## config.mk

```make
export PLATFORM = sky130hd
export DESIGN_NAME = uart_tx
export DESIGN_NICKNAME = d
export VERILOG_FILES = /design/src/rtl/uart_pkg.sv /design/src/rtl/uart_tx_fifo.sv /design/src/rtl/uart_tx.sv
export SDC_FILE = /design/constraint.sdc
export NUM_CORES = 1
export LEC_CHECK = 0
export CORE_MARGIN = 2
export CORE_UTILIZATION = 55
export CTS_CLUSTER_SIZE = 40
export DETAILED_ROUTE_END_ITERATION = 10
export PLACE_DENSITY = 0.86
export SLEW_MARGIN = 20
export SYNTH_ARGS = -nofsm -noshare
export SYNTH_HDL_FRONTEND = slang
export SYNTH_SLANG_ARGS = --single-unit
```

## constraint.sdc

```tcl
create_clock -name i_clock -period 7.2 [get_ports i_clock]
set_input_delay 0.72 -clock i_clock [delete_from_list [all_inputs] [get_ports i_clock]]
set_output_delay 0.72 -clock i_clock [all_outputs]
set_load 0.05 [all_outputs]
```

## src/rtl/uart_pkg.sv

```systemverilog
// Shared UART definitions: frame geometry, FSM state encodings and bit-period helper.
// Used by both the transmitter and the receiver.
package uart_pkg;

  localparam int DATA_BITS = 8;
  localparam int STOP_BITS = 1;

  typedef enum logic [2:0] {
    TX_IDLE,
    TX_LOAD,
    TX_START,
    TX_DATA,
    TX_STOP
  } tx_state_e;

  typedef enum logic {
    WR_IDLE,
    WR_DONE
  } wr_state_e;

  // The prescaler ticks at 8x the baud rate, so one bit lasts eight prescale periods.
  function automatic int bitPeriod(input int prescale);
    return prescale * 8;
  endfunction

endpackage

```

## src/rtl/uart_tx_fifo.sv

```systemverilog
// Small synchronous FIFO with registered read data and registered occupancy count.
// Push is ignored when full, pop is ignored when empty.
module uart_tx_fifo #(
  parameter int DEPTH = 4,
  parameter int WIDTH = 8
) (
  input  logic                         i_clock,
  input  logic                         i_reset,
  input  logic                         i_push,
  input  logic [WIDTH-1:0]             i_wdata,
  input  logic                         i_pop,
  output logic [WIDTH-1:0]             o_rdata,
  output logic                         o_empty,
  output logic                         o_full,
  output logic [$clog2(DEPTH+1)-1:0]   o_count
);

  localparam int AW = $clog2(DEPTH);
  localparam int CW = $clog2(DEPTH + 1);

  logic [WIDTH-1:0] mem_q [DEPTH];
  logic [WIDTH-1:0] rdata_q;
  logic [AW-1:0]    wrPtr_q;
  logic [AW-1:0]    rdPtr_q;
  logic [CW-1:0]    count_q;
  logic [CW-1:0]    count_d;
  logic             doPush;
  logic             doPop;

  assign o_full  = (count_q == CW'(DEPTH));
  assign o_empty = (count_q == '0);
  assign doPush  = i_push && !o_full;
  assign doPop   = i_pop && !o_empty;

  always_comb begin
    count_d = count_q;
    case ({doPush, doPop})
      2'b10:   count_d = count_q + CW'(1);
      2'b01:   count_d = count_q - CW'(1);
      default: count_d = count_q;
    endcase
  end

  // Storage carries no reset; only pointers and count define what is valid.
  always_ff @(posedge i_clock) begin
    if (doPush) begin
      mem_q[wrPtr_q] <= i_wdata;
    end
  end

  always_ff @(posedge i_clock) begin
    if (i_reset) begin
      wrPtr_q <= '0;
      rdPtr_q <= '0;
      count_q <= '0;
      rdata_q <= '0;
    end else begin
      count_q <= count_d;
      if (doPush) begin
        wrPtr_q <= wrPtr_q + AW'(1);
      end
      if (doPop) begin
        rdata_q <= mem_q[rdPtr_q];
        rdPtr_q <= rdPtr_q + AW'(1);
      end
    end
  end

  assign o_rdata = rdata_q;
  assign o_count = count_q;

endmodule

```

## src/rtl/uart_tx.sv

```systemverilog
// 8N1 UART transmitter: bus write handshake into a byte FIFO, drained LSB first
// onto a registered serial line by the transmit FSM.
module uart_tx
  import uart_pkg::*;
#(
  parameter int PRESCALE = 50000000 / (9600 * 8),
  parameter int DEPTH    = 4
) (
  input  logic        i_clock,
  input  logic        i_reset,
  input  logic        i_request,
  input  logic [31:0] i_wdata,
  output logic        o_ready,
  output logic        o_busy,
  output logic        UART_TX
);

  localparam int T      = bitPeriod(PRESCALE);
  localparam int STOP_T = T * STOP_BITS;
  localparam int PW     = $clog2(STOP_T);
  localparam logic [PW-1:0] BIT_LOAD  = PW'(T - 1);
  localparam logic [PW-1:0] STOP_LOAD = PW'(STOP_T - 1);
  localparam logic [3:0]    BITS_LOAD = 4'(DATA_BITS);

  wr_state_e                    wrState_q;
  tx_state_e                    txState_q;
  logic [DATA_BITS-1:0]         shift_q;
  logic [PW-1:0]                prescale_q;
  logic [3:0]                   bitCount_q;
  logic                         txLine_q;

  logic                         fifoPush;
  logic                         fifoPop;
  logic [DATA_BITS-1:0]         fifoRdata;
  logic                         fifoEmpty;
  logic                         fifoFull;
  logic [$clog2(DEPTH+1)-1:0]   unusedFifoCount;
  logic                         unusedWdata;

  assign unusedWdata = ^i_wdata[31:8];

  assign fifoPush = (wrState_q == WR_IDLE) && i_request && !fifoFull;
  assign fifoPop  = (txState_q == TX_IDLE) && !fifoEmpty;
  assign o_ready  = (wrState_q == WR_DONE) && i_request;
  assign o_busy   = !fifoEmpty || (txState_q != TX_IDLE);
  assign UART_TX  = txLine_q;

  uart_tx_fifo #(
    .DEPTH (DEPTH),
    .WIDTH (DATA_BITS)
  ) u_fifo (
    .i_clock (i_clock),
    .i_reset (i_reset),
    .i_push  (fifoPush),
    .i_wdata (i_wdata[DATA_BITS-1:0]),
    .i_pop   (fifoPop),
    .o_rdata (fifoRdata),
    .o_empty (fifoEmpty),
    .o_full  (fifoFull),
    .o_count (unusedFifoCount)
  );

  // One push per request: DONE waits for the strobe to drop before re-arming.
  always_ff @(posedge i_clock) begin
    if (i_reset) begin
      wrState_q <= WR_IDLE;
    end else begin
      case (wrState_q)
        WR_IDLE: if (fifoPush) wrState_q <= WR_DONE;
        WR_DONE: if (!i_request) wrState_q <= WR_IDLE;
        default: wrState_q <= WR_IDLE;
      endcase
    end
  end

  always_ff @(posedge i_clock) begin
    if (i_reset) begin
      txState_q  <= TX_IDLE;
      txLine_q   <= 1'b1;
      shift_q    <= '0;
      prescale_q <= '0;
      bitCount_q <= '0;
    end else begin
      case (txState_q)
        TX_IDLE: begin
          if (!fifoEmpty) txState_q <= TX_LOAD;
        end
        // FIFO read data becomes valid the cycle after the pop issued in IDLE.
        TX_LOAD: begin
          shift_q    <= fifoRdata;
          txLine_q   <= 1'b0;
          prescale_q <= BIT_LOAD;
          txState_q  <= TX_START;
        end
        TX_START: begin
          if (prescale_q == '0) begin
            txLine_q   <= shift_q[0];
            shift_q    <= shift_q >> 1;
            bitCount_q <= BITS_LOAD;
            prescale_q <= BIT_LOAD;
            txState_q  <= TX_DATA;
          end else begin
            prescale_q <= prescale_q - PW'(1);
          end
        end
        TX_DATA: begin
          if (prescale_q == '0) begin
            if (bitCount_q == 4'd1) begin
              txLine_q   <= 1'b1;
              bitCount_q <= '0;
              prescale_q <= STOP_LOAD;
              txState_q  <= TX_STOP;
            end else begin
              txLine_q   <= shift_q[0];
              shift_q    <= shift_q >> 1;
              bitCount_q <= bitCount_q - 4'd1;
              prescale_q <= BIT_LOAD;
            end
          end else begin
            prescale_q <= prescale_q - PW'(1);
          end
        end
        TX_STOP: begin
          if (prescale_q == '0) begin
            txState_q <= TX_IDLE;
          end else begin
            prescale_q <= prescale_q - PW'(1);
          end
        end
        default: txState_q <= TX_IDLE;
      endcase
    end
  end

endmodule
```

Word-level counts from Yosys, hierarchy flattened:

Memory sizes are Yosys's and may differ from the RTL's. A register that Yosys moved wholly into a read port is not among the register bits.
Index checks and enable logic that the tools add are counted.

* bits in registers: 37
* bits in writable memories: 32
* bits of input ports: 35
* memories kept: 1

* add/sub/neg operators: 6
* eq/ne operators: 15
* mux-type cells: 27
* bitwise operators: 1
* reduce and logical (&&, ||, !) cells: 23

Memory list
* u_fifo.mem_q: depth 4, bits a word 8, rd ports 1, clocked after Yosys merged registers in 1, write ports 1, RTL line uart_tx_fifo.sv:21 `logic [WIDTH-1:0] mem_q [DEPTH];`

Operators with widths (number)
* $pmux 13 s3: 1
* $mux 13: 2
* $mux 8: 3
* $pmux 8 s3: 1
* $mux 3: 5
* $pmux 3 s5: 1
* $ne 2x2->1 const B: 7
* $logic_not 13->1: 1
* $sub 13x1->13 const B: 1
* $mux 4: 3
* $reduce_bool 3->1: 3
* $pmux 4 s2: 1
* $mux 1: 7
* $eq 3x2->1 const B: 2
* $eq 3x3->1 const B: 2
* $logic_and 1x1->1: 6
* $logic_not 3->1: 2
* $pmux 3 s2: 1
* $reduce_and 3->1: 2
* $reduce_and 5->1: 1
* $add 2x1->2 const B: 2
* $eq 4x1->1 const B: 1
* $reduce_and 4->1: 1
* $reduce_bool 2->1: 2
* other kinds (13): 14

Depth between registers and ports, before layout:

Gate-level depths: netlist (run 1).

* depth after elaboration: 6
* mapped depth: 10
* gate-level depth less buffers: 9

Hierarchy:

From an unflattened synthesis (run 1), not the netlist that was laid out.

* cell total of the unflattened synthesis: 324
* area total of the unflattened synthesis: 3651.0 µm²

Modules (own cells, without submodules)
* uart_tx_fifo: instances 1, cells an instance 128, area an instance 1914.3 µm², sequential area each 1261.2 µm²
* uart_tx: instances 1, cells an instance 196, area an instance 1736.7 µm², sequential area each 600.6 µm²

Worst setup path after synthesis (run 1):

No wires, ideal clock.

* path type: register to register
* start point: register txState_q[2]
* end point: register u_fifo.count_q[2] (netlist: u_fifo.o_count[2])
* setup time: 0.070 ns
* arrival time: 2.335 ns
* required time: 7.130 ns
* slack: 4.794 ns
* cell stages (with the launch flop): 11
* buffers on the path: 1
* cell sequence: dfxtp_1 clkbuf_1 nor3_1 nand2_1 inv_2 ha_1 inv_1 fa_1 xor2_1 or3_1 a21oi_1

* word-level cells in the longest chain between the ends: 5

Ends and longest elaborated chain
* from (decl): RTL line uart_tx.sv:26 `tx_state_e txState_q;`
* from (signal assigned): RTL line uart_tx.sv:78 `txState_q <= TX_IDLE;`
* from (signal assigned): RTL line uart_tx.sv:86 `if (!fifoEmpty) txState_q <= TX_LOAD;`
* from (signal assigned): RTL line uart_tx.sv:93 `txState_q <= TX_START;`
* $logic_not 3->1 (*): RTL line uart_tx.sv:43 `assign fifoPop = (txState_q == TX_IDLE) && !fifoEmpty;`
* $logic_and 1x1->1 (*): RTL line uart_tx.sv:43
* $logic_and 1x1->1 (*): RTL line uart_tx_fifo.sv:33 `assign doPop = i_pop && !o_empty;`
* net u_fifo.doPop: RTL line uart_tx_fifo.sv:28 `logic doPop;`
* $eq 2x1->1 or $eq 2x2->1 (tied branches): RTL line uart_tx_fifo.sv:37 `case ({doPush, doPop})`
* $pmux 3 s2 or $reduce_bool 2->1 (tied branches)
* to (signal assigned): RTL line uart_tx_fifo.sv:58 `count_q <= count_d;`
* to (decl): RTL line uart_tx_fifo.sv:25 `logic [CW-1:0] count_q;`

The timed path passes the listed nets; every way through them passes the cells marked *.
A chain may end at the register's enable or synchronous reset.

Worst setup path in the final report (run 1):

* start point: register u_fifo.count_q[0] (netlist: u_fifo.o_count[0])
* end point: output o_busy

* word-level cells in the longest chain between the ends: 3

Ends and longest elaborated chain
* $logic_not 3->1: RTL line uart_tx_fifo.sv:31 `assign o_empty = (count_q == '0);`
* $logic_not 1->1: RTL line uart_tx.sv:45 `assign o_busy = !fifoEmpty || (txState_q != TX_IDLE);`
* $logic_or 1x1->1: RTL line uart_tx.sv:45
* to (decl): RTL line uart_tx.sv:14 `output logic o_busy,`

No other way between the ends.

==> run summary, run 1 <==
The number of global-route vias before repair is 2441. The die is 85.1 microns wide. In this run the static leakage power is 1.40 nW. In the finished design, the share of the clock period the worst path needs comes to 39.9%. The number of antenna violations at the first check in global routing came to 0.

Setup repair after global routing left no endpoint under its margin. The clock sink total came out at 77. The count of port buffers added during placement is 13.

Timing would allow up to 0.348 GHz. The mean area per synthesized cell came out at 11.0 sq um. With fillers left out, the area of the finished cells amounts to 0.00398 sq mm. For this run, the number of Yosys warnings is 0.

The number of optimization iterations in the first detailed-route pass came out at 5. The quantity of gates resized following cts is 0. The final worst slack is 4.33 ns. The path class of the tightest hold or removal check is reg2reg. The clock insertion delay at the later pin of the skew report came out at 0.35 ns.

Grouping stages by cell kind, the critical path spends the most delay in buffers and inverters. The area growth from synthesis to layout came out at 10.1%. The most critical setup path has its endpoint at o_busy. Measured in cells, the most critical reg-to-reg path has a length of 9. Among all stages on the critical path, the largest delay is contributed by clkdlybuf4s50_1.

The TritonCTS clock tree is yes. The reg2reg setup slack is 4.63 ns. The post-place instance area is 0.00378 sq mm. The peak ir drop on the vdd network came out at 0.000213 V. The final global-route overflow total came out at 0. The largest driver fanout on the critical path came out at 4. The number of buffers created by CTS came out at 9.

The total of endpoints with negative setup slack in the final report is 0. The die is 85.1 microns tall. The number of slew-limit violations in the final report came out at 0. The setup TNS is 0 ns. For this run, the post-layout net count is 381. The remaining number of nets flagged by the antenna check after routing is 0. Counting both buffers and inverters, the worst setup path holds a total of 1. The share of layout cells above drive strength 1 came out at 14.7%.

The largest stage delay on the critical path came out at 0.75 ns. The final route contains 2533 vias. The fraction of registers with async set/reset is 0%. The flow ran to the end, and the final reports show no timing, DRC or antenna violations. In this run the count of I/O pins placed on the die edge is 38. The DRC marker count from the first detailed-route iteration came out at 161.

The average vias per placed instance is 6.06. At the worst endpoint, the arrival time is 2.15 ns. The data required time at the worst endpoint came out at 6.48 ns.

The total chip power came out at 0.00160 W. The start of the worst register-to-register path is txState_q[2]. The number of instances in the synthesized netlist is 328. The signal on the critical path passes through or3_1, nand2b_1, clkdlybuf4s50_1. The fill cell total of the finished layout is 460. Max-cap violations in this run came to 0.

The buffer depth of the longest clock path is 2. The capture instance of the worst register-to-register path is u_fifo.o_count[2]. Across every metal layer, demand over resource in global routing totals 20.0%. CTS placed an instance of clkbuf_8 at the clock tree root. The first-pass GRT wire length came out at 11.4 mm. The total setup buffers inserted after CTS is 0. The global placement routability congestion is 0.891. The total power density per cell area is 402 mW/mm^2. The startpoint type of the worst setup path is a flip-flop. STA classifies the critical path endpoint as a primary output. The leading register cell type out of synthesis is dfxtp_1. The die covers 0.00724 sq mm. The number of nets in the synthesized netlist came out at 373. The final count of hold timing violations came out at 0.

The largest clock skew in the final design came out at 0.00789 ns. The sequential share of the synthesized area came out at 51.5%. The share of the core filled with cells in the final layout is 62.7%.

In the routed design, unresolved DRC markers number 0. The HPWL after detailed placement is 4.61 mm. Subtracting the final worst setup slack from the clock period gives 2.87 ns. The most critical setup path has its startpoint at u_fifo.o_count[0].

After clock tree synthesis, the clock-pin slew on the worst setup and hold paths is 0.08 ns. The core outline area is 0.00635 sq mm. The critical path is of the reg2out type. The pin count of the biggest net entering global routing is 34. The detailed-route wire length per cell is 16.2 microns. The max-slew headroom at the worst pin came out at 53.1%. The synthesized netlist contains 64 unique library cells. The number of enable-type register cells in the synthesized netlist came out at 32. The wire length after detailed routing is 6.78 mm.

Hold repair after CTS inserted 0 buffers. After floorplanning, the core was divided into 29 placement rows. The flop and latch count out of synthesis is 77. The repair_antennas step left the layout with diodes totalling 0. The number of cells on the critical path is 3. The pre-CTS setup slack came out at 4.35 ns. The effective utilization at floorplan came out at 57.0%. For the pin with the worst max-slew slack, the measured transition is 0.697 ns. The post-synthesis instance area came out at 0.00362 sq mm. The number of H-tree levels is 3.
layout make-up:
cell class                      count  area [sq um]  area share, %
Clock buffer                       10           128           3.20
Clock inverter                      6          70.1           1.76
Inverter                           12          45.0           1.13
Multi-Input combinational cell    222          1640           41.3
Sequential cell                    77          1860           46.7
Tap cell                           77          96.3           2.42
Timing Repair Buffer               14           138           3.46
where the power goes:
| group | total, W | switching, W | internal (W) |
|---|---|---|---|
| Combinational | 0.000629 | 0.000358 | 0.000271 |
| Clock | 0.000327 | 0.000164 | 0.000163 |
| Sequential | 0.000646 | 0.0000980 | 0.000548 |
how the worst min path moves through the flow:
stage                     depth (start not counted)         startpoint                 to
after detailed placement                          2  u_fifo.o_rdata[2]  u_fifo.o_rdata[2]
after CTS                                         2  u_fifo.o_rdata[2]  u_fifo.o_rdata[2]
final                                             2  u_fifo.o_rdata[2]  u_fifo.o_rdata[2]
after global routing                              2  u_fifo.o_rdata[6]  u_fifo.o_rdata[6]
after floorplan                                   2         shift_q[7]         shift_q[7]
after global placement                            2         shift_q[5]         shift_q[5]
per-layer routing:
layer | vias up | GRT usage [%] | wire, microns
met5 | - | 0 | 0
met4 | 0 | 8.51 | 112
met3 | 11 | 5.84 | 388
met2 | 91 | 33.2 | 3320
met1 | 1204 | 24.5 | 2960
li1 | 1227 | - | -
logic make-up after synthesis:
| family | Yosys count | share of synthesized area [%] |
|---|---|---|
| muxes | 25 | 9.93 |
| adders and majority gates | 10 | 3.67 |
| buffers and inverters | 29 | 3.08 |
| AOI/OAI and AO/OA | 57 | 10.6 |
| DFF | 77 | 51.5 |
| xor gates and xnor gates | 6 | 1.45 |
| and+or+nand+nor | 124 | 19.8 |
cell usage after synthesis, types with 6 or more instances:
cell       n  area share (%)
a21oi_1   26             3.6
and2_1     6             1.0
clkbuf_1  15             1.6
dfxtp_1   45              25
edfxtp_1  32              27
ha_1       9             3.1
inv_1     10             1.0
mux2_2     7             2.2
mux2i_1   10             2.8
mux4_2     8             5.0
nand2_1   40             4.2
nor2_1    15             1.6
nor3_1     7            0.97
nor3b_1    6             1.2
or3_1      6             1.0
sequential cells by signal, summed over array words and instances, names as in the netlist:
| signal | count |
|---|---|
| u_fifo.o_rdata | 8 |
| bitCount_q | 4 |
| txState_q | 3 |
| u_fifo.wrPtr_q | 2 |
| wrState_q | 1 |
| shift_q | 8 |
| UART_TX | 1 |
| u_fifo.mem_q | 32 |
| u_fifo.o_count | 3 |
| prescale_q | 13 |
| u_fifo.rdPtr_q | 2 |
worst reg2reg max path: cells and delay by family (launching register included):
kind / cells / cell delay [ns]
flops: 1 / 0.43
compound gates: 1 / 0.14
xor+xnor: 1 / 0.16
fa+ha+maj: 2 / 0.57
simple gates: 3 / 0.93
buf+inv: 2 / 0.28
metrics by stage:
step | hold WS, ns | instances
after CTS | 0.464 | 418
final | 0.463 | 418
after global routing | 0.477 | 418
after floorplan | 0.432 | 328
after global placement | 0.443 | 402
after detailed placement | 0.451 | 402
cells in the final DEF, fill, tap and decap left out, types with 8 or more instances in the layout:
cell type	netlist	final
dfxtp_1	45	45
nand2_1	40	40
edfxtp_1	32	32
a21oi_1	26	26
nor2_1	15	15
clkdlybuf4s50_1	0	13
inv_1	10	10
mux2i_1	10	10
ha_1	9	9
clkbuf_8	0	9
mux4_2	8	8
Power figures use the tool's default switching activity.
==> run 2, diff against run 1 <==
--- a/config.mk
+++ b/config.mk
@@ -6,10 +6,10 @@
 export NUM_CORES = 1
 export LEC_CHECK = 0
 export CORE_MARGIN = 2
-export CORE_UTILIZATION = 55
+export CORE_UTILIZATION = 51
 export CTS_CLUSTER_SIZE = 40
 export DETAILED_ROUTE_END_ITERATION = 10
-export PLACE_DENSITY = 0.86
+export PLACE_DENSITY = 0.84
 export SLEW_MARGIN = 20
 export SYNTH_ARGS = -nofsm -noshare
 export SYNTH_HDL_FRONTEND = slang
==> constraint.sdc (replaced) <==
create_clock -name i_clock -period 2.32 [get_ports i_clock]
set_input_delay 0.232 -clock i_clock [delete_from_list [all_inputs] [get_ports i_clock]]
set_output_delay 0.232 -clock i_clock [all_outputs]
set_load 0.05 [all_outputs]
==> run summary, run 2 (synthesis gave the netlist of run 1 again) <==
The run finished with clean final reports. The total global-route track usage came out at 18.9% (-1.1 points). The share of the core filled with cells in the final layout is 60.1% (-2.6 points). The startpoint identified for the worst register-to-register timing path is u_fifo.o_count[2]. The register with the most flip-flops in the final layout is u_fifo.mem_q.

The worst setup path is captured at a flip-flop. The switching power came out at 0.00197 W (+220%). The first-pass GRT wire length is 11.4 mm (+0.12%).

The number of antenna violations at the first check in global routing came to 0 (unchanged). The peak ir drop on the vdd network is 0.000690 V (+220%). The pin count of the biggest net entering global routing is 22 (-35%).

The core outline area is 0.00683 sq mm (+7.6%). The count of port buffers added during placement came out at 13 (unchanged). The number of cells on the worst hold path is 2 (unchanged). The worst reg-to-reg path cell count is 9 (unchanged). The worst setup path is launched from a flip-flop.

The effective utilization at floorplan is 52.9% (-4.0 points). The average vias per placed instance was 5.66 (-6.6%). The largest driver fanout on the critical path came out at 4 (unchanged). The final worst slack came out at 0.0893 ns (-4.24 ns).

The global routing stage identified its most utilized layer as met2. The global-route track usage on met2 is 32.6% (-0.63 points). The total inserted antenna cells is 0 (unchanged). The buffer depth of the longest clock path came to 2 (unchanged). The reg2reg setup slack is 0.09 ns (-4.54 ns).

The clock sink total was 77 (unchanged). The area growth from synthesis to layout came out at 13.6%. The overall die height is 88.2 microns (+3.7%). The clock insertion delay at the later pin of the skew report came to 0.36 ns (about the same). The global placement routability congestion came out at 0.861 (-3.4%). The setup TNS came out at 0 ns (unchanged). The transition at the pin with the smallest max-transition slack is 0.649 ns (-0.0475 ns). The width of the chip is 88.2 microns (+3.7%). The HPWL after detailed placement came out at 4.79 mm (+3.9%). The final routed DRC violation total is 0 (unchanged). The number of optimization iterations in the first detailed-route pass came to 4 (-1). The final hold slack came out at 0.457 ns (-0.00560 ns). In the layout the commonest cells are dfxtp_1 (43), nand2_1 (40), edfxtp_1 (32). The total power density per cell area came out at 1220 mW/mm^2 (+200%). The total of endpoints with negative setup slack in the final report came out at 0 (unchanged). The total chip power is 0.00502 W (+210%). The met1 track demand over resource in global routing came to 23.1% (-1.3 points). The fill cell total of the finished layout is 544 (+18%). The share of the clock period used by the worst path after layout came out at 96.2%. The max-slew headroom at the worst pin came out at 56.4% (+3.3 points).

The reported max-cap violation count was 0 (unchanged). The detailed-route wire length per cell is 15.0 microns (-7.4%). The top achievable clock speed is 0.448 GHz. The number of standard-cell rows in the floorplan is 30 (+3.4%).

The leading cell type in the layout, fill and taps excluded is dfxtp_1. The portion of total power attributed to sequential cells is 39.3% (-1.0 points). The pre-CTS setup slack came out at 0.0208 ns (-4.33 ns). In this run the most critical hold path is launched from u_fifo.o_rdata[4]. The signal arrival time at the worst endpoint came to 2.52 ns (+0.37 ns). The number of global-route vias before repair is 2538 (+4.0%). The hold-critical path endpoint is u_fifo.o_rdata[4]. The post-layout net count was 393 (+3.1%).

The switching part of the total power is 39.3% (+0.62 points). The largest clock skew in the final design is 0.0123 ns (+0.00444 ns). The final global-route overflow total is 0 (unchanged). The worst register-to-register path ends at u_fifo.o_count[2].

The worst hold path belongs to the class reg2reg. The routed via count was 2542 (+0.36%). By startpoint and endpoint, the worst setup path is classified as reg2reg. The number of H-tree levels is 3 (unchanged). The total internal power is 0.00305 W (+210%). The wire length after detailed routing came out at 6.75 mm (-0.55%). The share of layout cells above drive strength 1 came to 19.8% (+5.2 points). The met3 usage in global routing came out at 4.01% (-1.8 points).

The count of buffering cells on the critical path with inverters included is 2 (+1). The number of buffers created by CTS was 9 (unchanged). The TritonCTS clock tree is yes.

The number of flip-flops in the largest register came out at 32 (unchanged). The data required time at the worst endpoint is 2.61 ns (-3.87 ns). The combinational cell fraction of total power is 41.5% (+2.2 points). In the final layout, the registers with the most flip-flops are u_fifo.mem_q (32), prescale_q (13). The largest stage delay on the critical path is 0.37 ns (-0.38 ns). Walking the worst path, the cells encountered are or3b_4, and3b_2, inv_1, ha_2, inv_1, fa_2, xor2_1, or3_1, a21oi_2. The clock transition time at the flip-flop clock pins of the worst setup and hold paths came out at 0.08 ns (about the same). The part of the power in the clock network is 19.2% (-1.2 points). The I/O pin count is 38 (unchanged). The final count of hold timing violations was 0 (unchanged). The remaining number of nets flagged by the antenna check after routing is 0 (unchanged).

The cell family contributing the most delay on the critical path is simple AND/OR/NAND/NOR gates. Clock tree synthesis selected as its root buffer the cell clkbuf_8. The DRC marker count from the first detailed-route iteration is 162 (+0.62%). The static leakage power came out at 1.45 nW (+3.8%). The overall die area is 0.00778 sq mm (+7.5%). The number of slew-limit violations in the final report is 0 (unchanged). Among the stages of the critical path, the cell type that occurs most often is inv_1. The largest individual stage delay along the critical path comes from the cell or3b_4. Subtracting the final worst setup slack from the clock period gives 2.23 ns.
-- run 2: worst max path at each step --
| stage | depth (start not counted) | end | from |
|---|---|---|---|
| 2_1_floorplan | 10 | u_fifo.o_count[2] | u_fifo.o_count[0] |
| 3_3_place_gp | 9 | u_fifo.o_count[2] | u_fifo.o_count[2] |
| 3_5_place_dp | 9 | u_fifo.o_count[2] | u_fifo.o_count[2] |
| 4_1_cts | 9 | u_fifo.o_count[2] | u_fifo.o_count[2] |
| 5_1_grt | 9 | u_fifo.o_count[2] | u_fifo.o_count[2] |
| 6_report | 9 | u_fifo.o_count[2] | u_fifo.o_count[2] |
-- run 2: stage by stage --
stage / cell area [sq um] / cells
2_1_floorplan: 3640 / 328
3_3_place_gp: 3900 / 432
3_5_place_dp: 3900 / 432
4_1_cts: 4090 / 448
5_1_grt: 4110 / 449
6_report: 4110 / 449
-- run 2: worst reg2reg max path, delay by kind of cell (launching register included) --
family          cells  cell delay [ns]
buf+inv             2             0.12
xor+xnor            1             0.16
flops               1             0.35
simple gates        3             0.93
fa+ha+maj           2             0.50
compound gates      1             0.12
-- run 2: final cells by class --
cell class / count / area, sq um / share of cell area [%]
multi-input combinational: 222 / 1660 / 40.4
clock buffer: 9 / 124 / 3.01
sequential: 77 / 1860 / 45.4
inverter: 12 / 45.0 / 1.10
timing repair buffer: 26 / 226 / 5.51
tap: 96 / 120 / 2.92
clock inverter: 7 / 67.6 / 1.64
-- run 2: per-layer routing --
layer  routed length (microns)  part of all wire [%]
met5                         0                     0
met4                        96                   1.4
met3                       297                   4.4
met2                      3360                    50
met1                      2990                    44
-- run 2: repair_timing --
item / in CTS / in global routing
pin swaps: 0 / 2
gates resized for setup: 2 / 4
setup buffers: 0 / 1
hold buffers: 0 / 0
endpoints found under the setup margin: 2 / 1
-- run 2: power by group through the flow --
stage | Clock (W) | Sequential [W] | Combinational [W]
4_1_cts | 0.000979 | 0.00197 | 0.00206
3_5_place_dp | 0 | 0.00200 | 0.00205
3_3_place_gp | 0 | 0.00198 | 0.00198
5_1_grt | 0.00105 | 0.00201 | 0.00230
6_report | 0.000965 | 0.00197 | 0.00208
2_1_floorplan | 0 | 0.00190 | 0.00164
==> run 3, diff against run 2 <==
--- a/config.mk
+++ b/config.mk
@@ -5,6 +5,7 @@
 export SDC_FILE = /design/constraint.sdc
 export NUM_CORES = 1
 export LEC_CHECK = 0
+export CORE_ASPECT_RATIO = 1.1
 export CORE_MARGIN = 2
 export CORE_UTILIZATION = 51
 export CTS_CLUSTER_SIZE = 40
==> run summary, run 3 (synthesis gave the netlist of run 1 again) <==
Setup repair after global routing could not meet its margin everywhere. The largest driver fanout on the critical path came out at 4 (unchanged). The max-slew headroom at the worst pin is 56.0% (-0.41 points). The total global-route track usage came out at 17.8% (-1.1 points). The signal arrival time at the worst endpoint came out at 2.57 ns (+0.05 ns). The total of endpoints with negative setup slack in the final report came out at 0 (unchanged).

The buffer depth of the longest clock path is 2 (unchanged). The portion of total power attributed to sequential cells came out at 39.4% (about the same). The number of flip-flops in the largest register is 32 (unchanged).

The time the worst path needs with I/O delays and setup came out at 2.28 ns (+0.0483 ns). The clock sink total came out at 77 (unchanged). The number of slew-limit violations in the final report is 0 (unchanged). In this run the worst hold path is classified as reg2reg. The share of layout cells above drive strength 1 came out at 19.7% (-0.17 points). The largest clock skew in the final design was 0.0142 ns (+0.00184 ns). The number of cells on the worst hold path is 2 (unchanged). The final count of hold timing violations came out at 0 (unchanged). The data required time at the worst endpoint came out at 2.61 ns (about the same).

The number of optimization iterations in the first detailed-route pass came out at 4 (unchanged). More flip-flops sit in one register than any other, and that register is u_fifo.mem_q. The count of port buffers added during placement came to 13 (unchanged).

The part of the power in the clock network came out at 18.8% (-0.4 points). The detailed-route wire length per cell came out at 15.2 microns (+0.89%). The number of global-route vias before repair is 2305 (-9.2%). The remaining number of nets flagged by the antenna check after routing came out at 0 (unchanged). The library cell used as clock root buffer is clkbuf_8. The number of H-tree levels is 3 (unchanged). The pin count of the biggest net entering global routing was 30 (+36%). The worst register-to-register path ends at u_fifo.o_count[2]. The effective utilization at floorplan is 52.2% (-0.73 points).

The setup TNS came to 0 ns (unchanged). The total power density per cell area is 1230 mW/mm^2 (+0.60%). The peak ir drop on the vdd network came out at 0.000584 V (-15%). The width of the chip is 84.3 microns (-4.4%). The reg2reg setup slack is 0.04 ns (-0.05 ns).

The I/O pin count is 38 (unchanged). The HPWL after detailed placement came out at 4.53 mm (-5.5%). The total internal power is 0.00305 W (+0.20%). The worst reg-to-reg path cell count is 9 (unchanged). In the layout the commonest cells are dfxtp_1 (44), nand2_1 (39), edfxtp_1 (32).

The number of antenna violations at the first check in global routing is 0 (unchanged). The switching power came out at 0.00197 W (-0.25%). The share of the clock period used by the worst path after layout came out at 98.2% (+2.1 points). The final global-route overflow total is 0 (unchanged).

The first-pass GRT wire length came out at 10.9 mm (-4.1%). The combinational cell fraction of total power came to 41.8% (+0.3 points). The worst hold path begins at u_fifo.o_rdata[5]. The largest registers in the layout are u_fifo.mem_q (32), prescale_q (13). The worst setup path is captured at a flip-flop.

The total chip power came out at 0.00502 W (about the same). The static leakage power came out at 1.45 nW (-0.32%). The critical path is of the reg2reg type. From synthesis to final layout, the design area changed by 12.9%. The routed via count is 2507 (-1.4%). The hold-critical path endpoint is u_fifo.o_rdata[5].

The switching part of the total power is 39.2% (-0.11 points). The start of the worst register-to-register path is u_fifo.o_count[2]. The number of standard-cell rows in the floorplan was 32 (+6.7%).

The post-layout net count came out at 391 (-0.51%). The total inserted antenna cells is 0 (unchanged). The reported max-cap violation count was 0 (unchanged). The number of buffers created by CTS came out at 9 (unchanged).

The quantity of hold-fixing buffers added after cts is 0 (unchanged). The worst setup path is launched from a flip-flop. The final routed DRC violation total is 0 (unchanged).

The average vias per placed instance is 5.75 (+1.6%). Leaving out fill and tap cells, the most frequent cell in the layout is dfxtp_1. The overall die height is 92.3 microns (+4.7%).

The run finished with clean final reports. The core outline area is 0.00693 sq mm (+1.4%). The clock insertion delay at the later pin of the skew report is 0.36 ns (about the same). The transition at the pin with the smallest max-transition slack came out at 0.656 ns (+0.00605 ns).

TritonCTS built the clock tree. The overall die area is 0.00778 sq mm (about the same). The top achievable clock speed was 0.439 GHz (-2.1%). The global placement routability congestion was 0.854 (-0.81%). The wire length after detailed routing is 6.61 mm (-2.0%). The DRC marker count from the first detailed-route iteration came out at 164 (+1.2%). The clock transition time at the flip-flop clock pins of the worst setup and hold paths came to 0.09 ns (about the same).
-- run 3: power by group through the flow --
stage | Sequential, W | Clock [W] | Combinational [W]
6_report | 0.00198 | 0.000942 | 0.00210
5_1_grt | 0.00202 | 0.00103 | 0.00229
4_1_cts | 0.00197 | 0.000961 | 0.00204
3_5_place_dp | 0.00200 | 0 | 0.00203
3_3_place_gp | 0.00197 | 0 | 0.00198
2_1_floorplan | 0.00190 | 0 | 0.00164
-- run 3: layout make-up --
| type | count | area [sq um] |
|---|---|---|
| Fill cell | 572 | 2840 |
| Sequential cell | 77 | 1860 |
| Multi-Input combinational cell | 222 | 1670 |
| Timing Repair Buffer | 24 | 211 |
| Clock buffer | 9 | 124 |
| Tap cell | 85 | 106 |
| Clock inverter | 7 | 58.8 |
| Inverter | 12 | 47.5 |
-- run 3: how the worst max path moves through the flow --
stage / startpoint / to / slack (ns) / cells after the start
after floorplan: u_fifo.o_count[0] / u_fifo.o_count[2] / 0.01 / 10
after global placement: u_fifo.o_count[2] / u_fifo.o_count[2] / 0.09 / 9
after detailed placement: u_fifo.o_count[2] / u_fifo.o_count[2] / 0.04 / 9
after CTS: u_fifo.o_count[2] / u_fifo.o_count[2] / 0.02 / 9
after global routing: u_fifo.o_count[2] / u_fifo.o_count[2] / -0.04 / 9
final: u_fifo.o_count[2] / u_fifo.o_count[2] / 0.04 / 9
-- run 3: timing repair --
item,4_1_cts,5_1_grt
setup buffers,0,0
endpoints found under the setup margin,1,1
resized for setup,1,8
pin swaps,0,3
-- run 3: worst max-delay path: stages, from the launching register on --
cell,delay (ns)
dfxtp_2,0.36
or3b_4,0.38
and3b_2,0.24
inv_2,0.07
ha_4,0.13
inv_1,0.05
fa_2,0.33
xor2_1,0.16
or3_1,0.39
a21oi_2,0.12
-- run 3: stage by stage --
stage	area, sq um	cells	utilization [%]	hold slack, ns	setup WS, ns
global placement	3880	420	56.0	0.443	0.0943
CTS	4060	436	58.6	0.457	0.0163
global route	4090	436	59.0	0.476	-0.0352
finish	4090	436	59.0	0.454	0.0410
floorplan	3640	328	-	0.331	0.0149
detailed placement	3880	420	56.0	0.445	0.0412
-- run 3: metal layers --
layer	routed length, microns	part of all wire (%)	global-route usage, %	up-vias
met1	3080	47	22.8	1207
li1	-	-	-	1257
met2	3250	49	28.8	32
met4	132	2.0	8.47	0
met3	153	2.3	3.65	11
met5	0	0	0	-
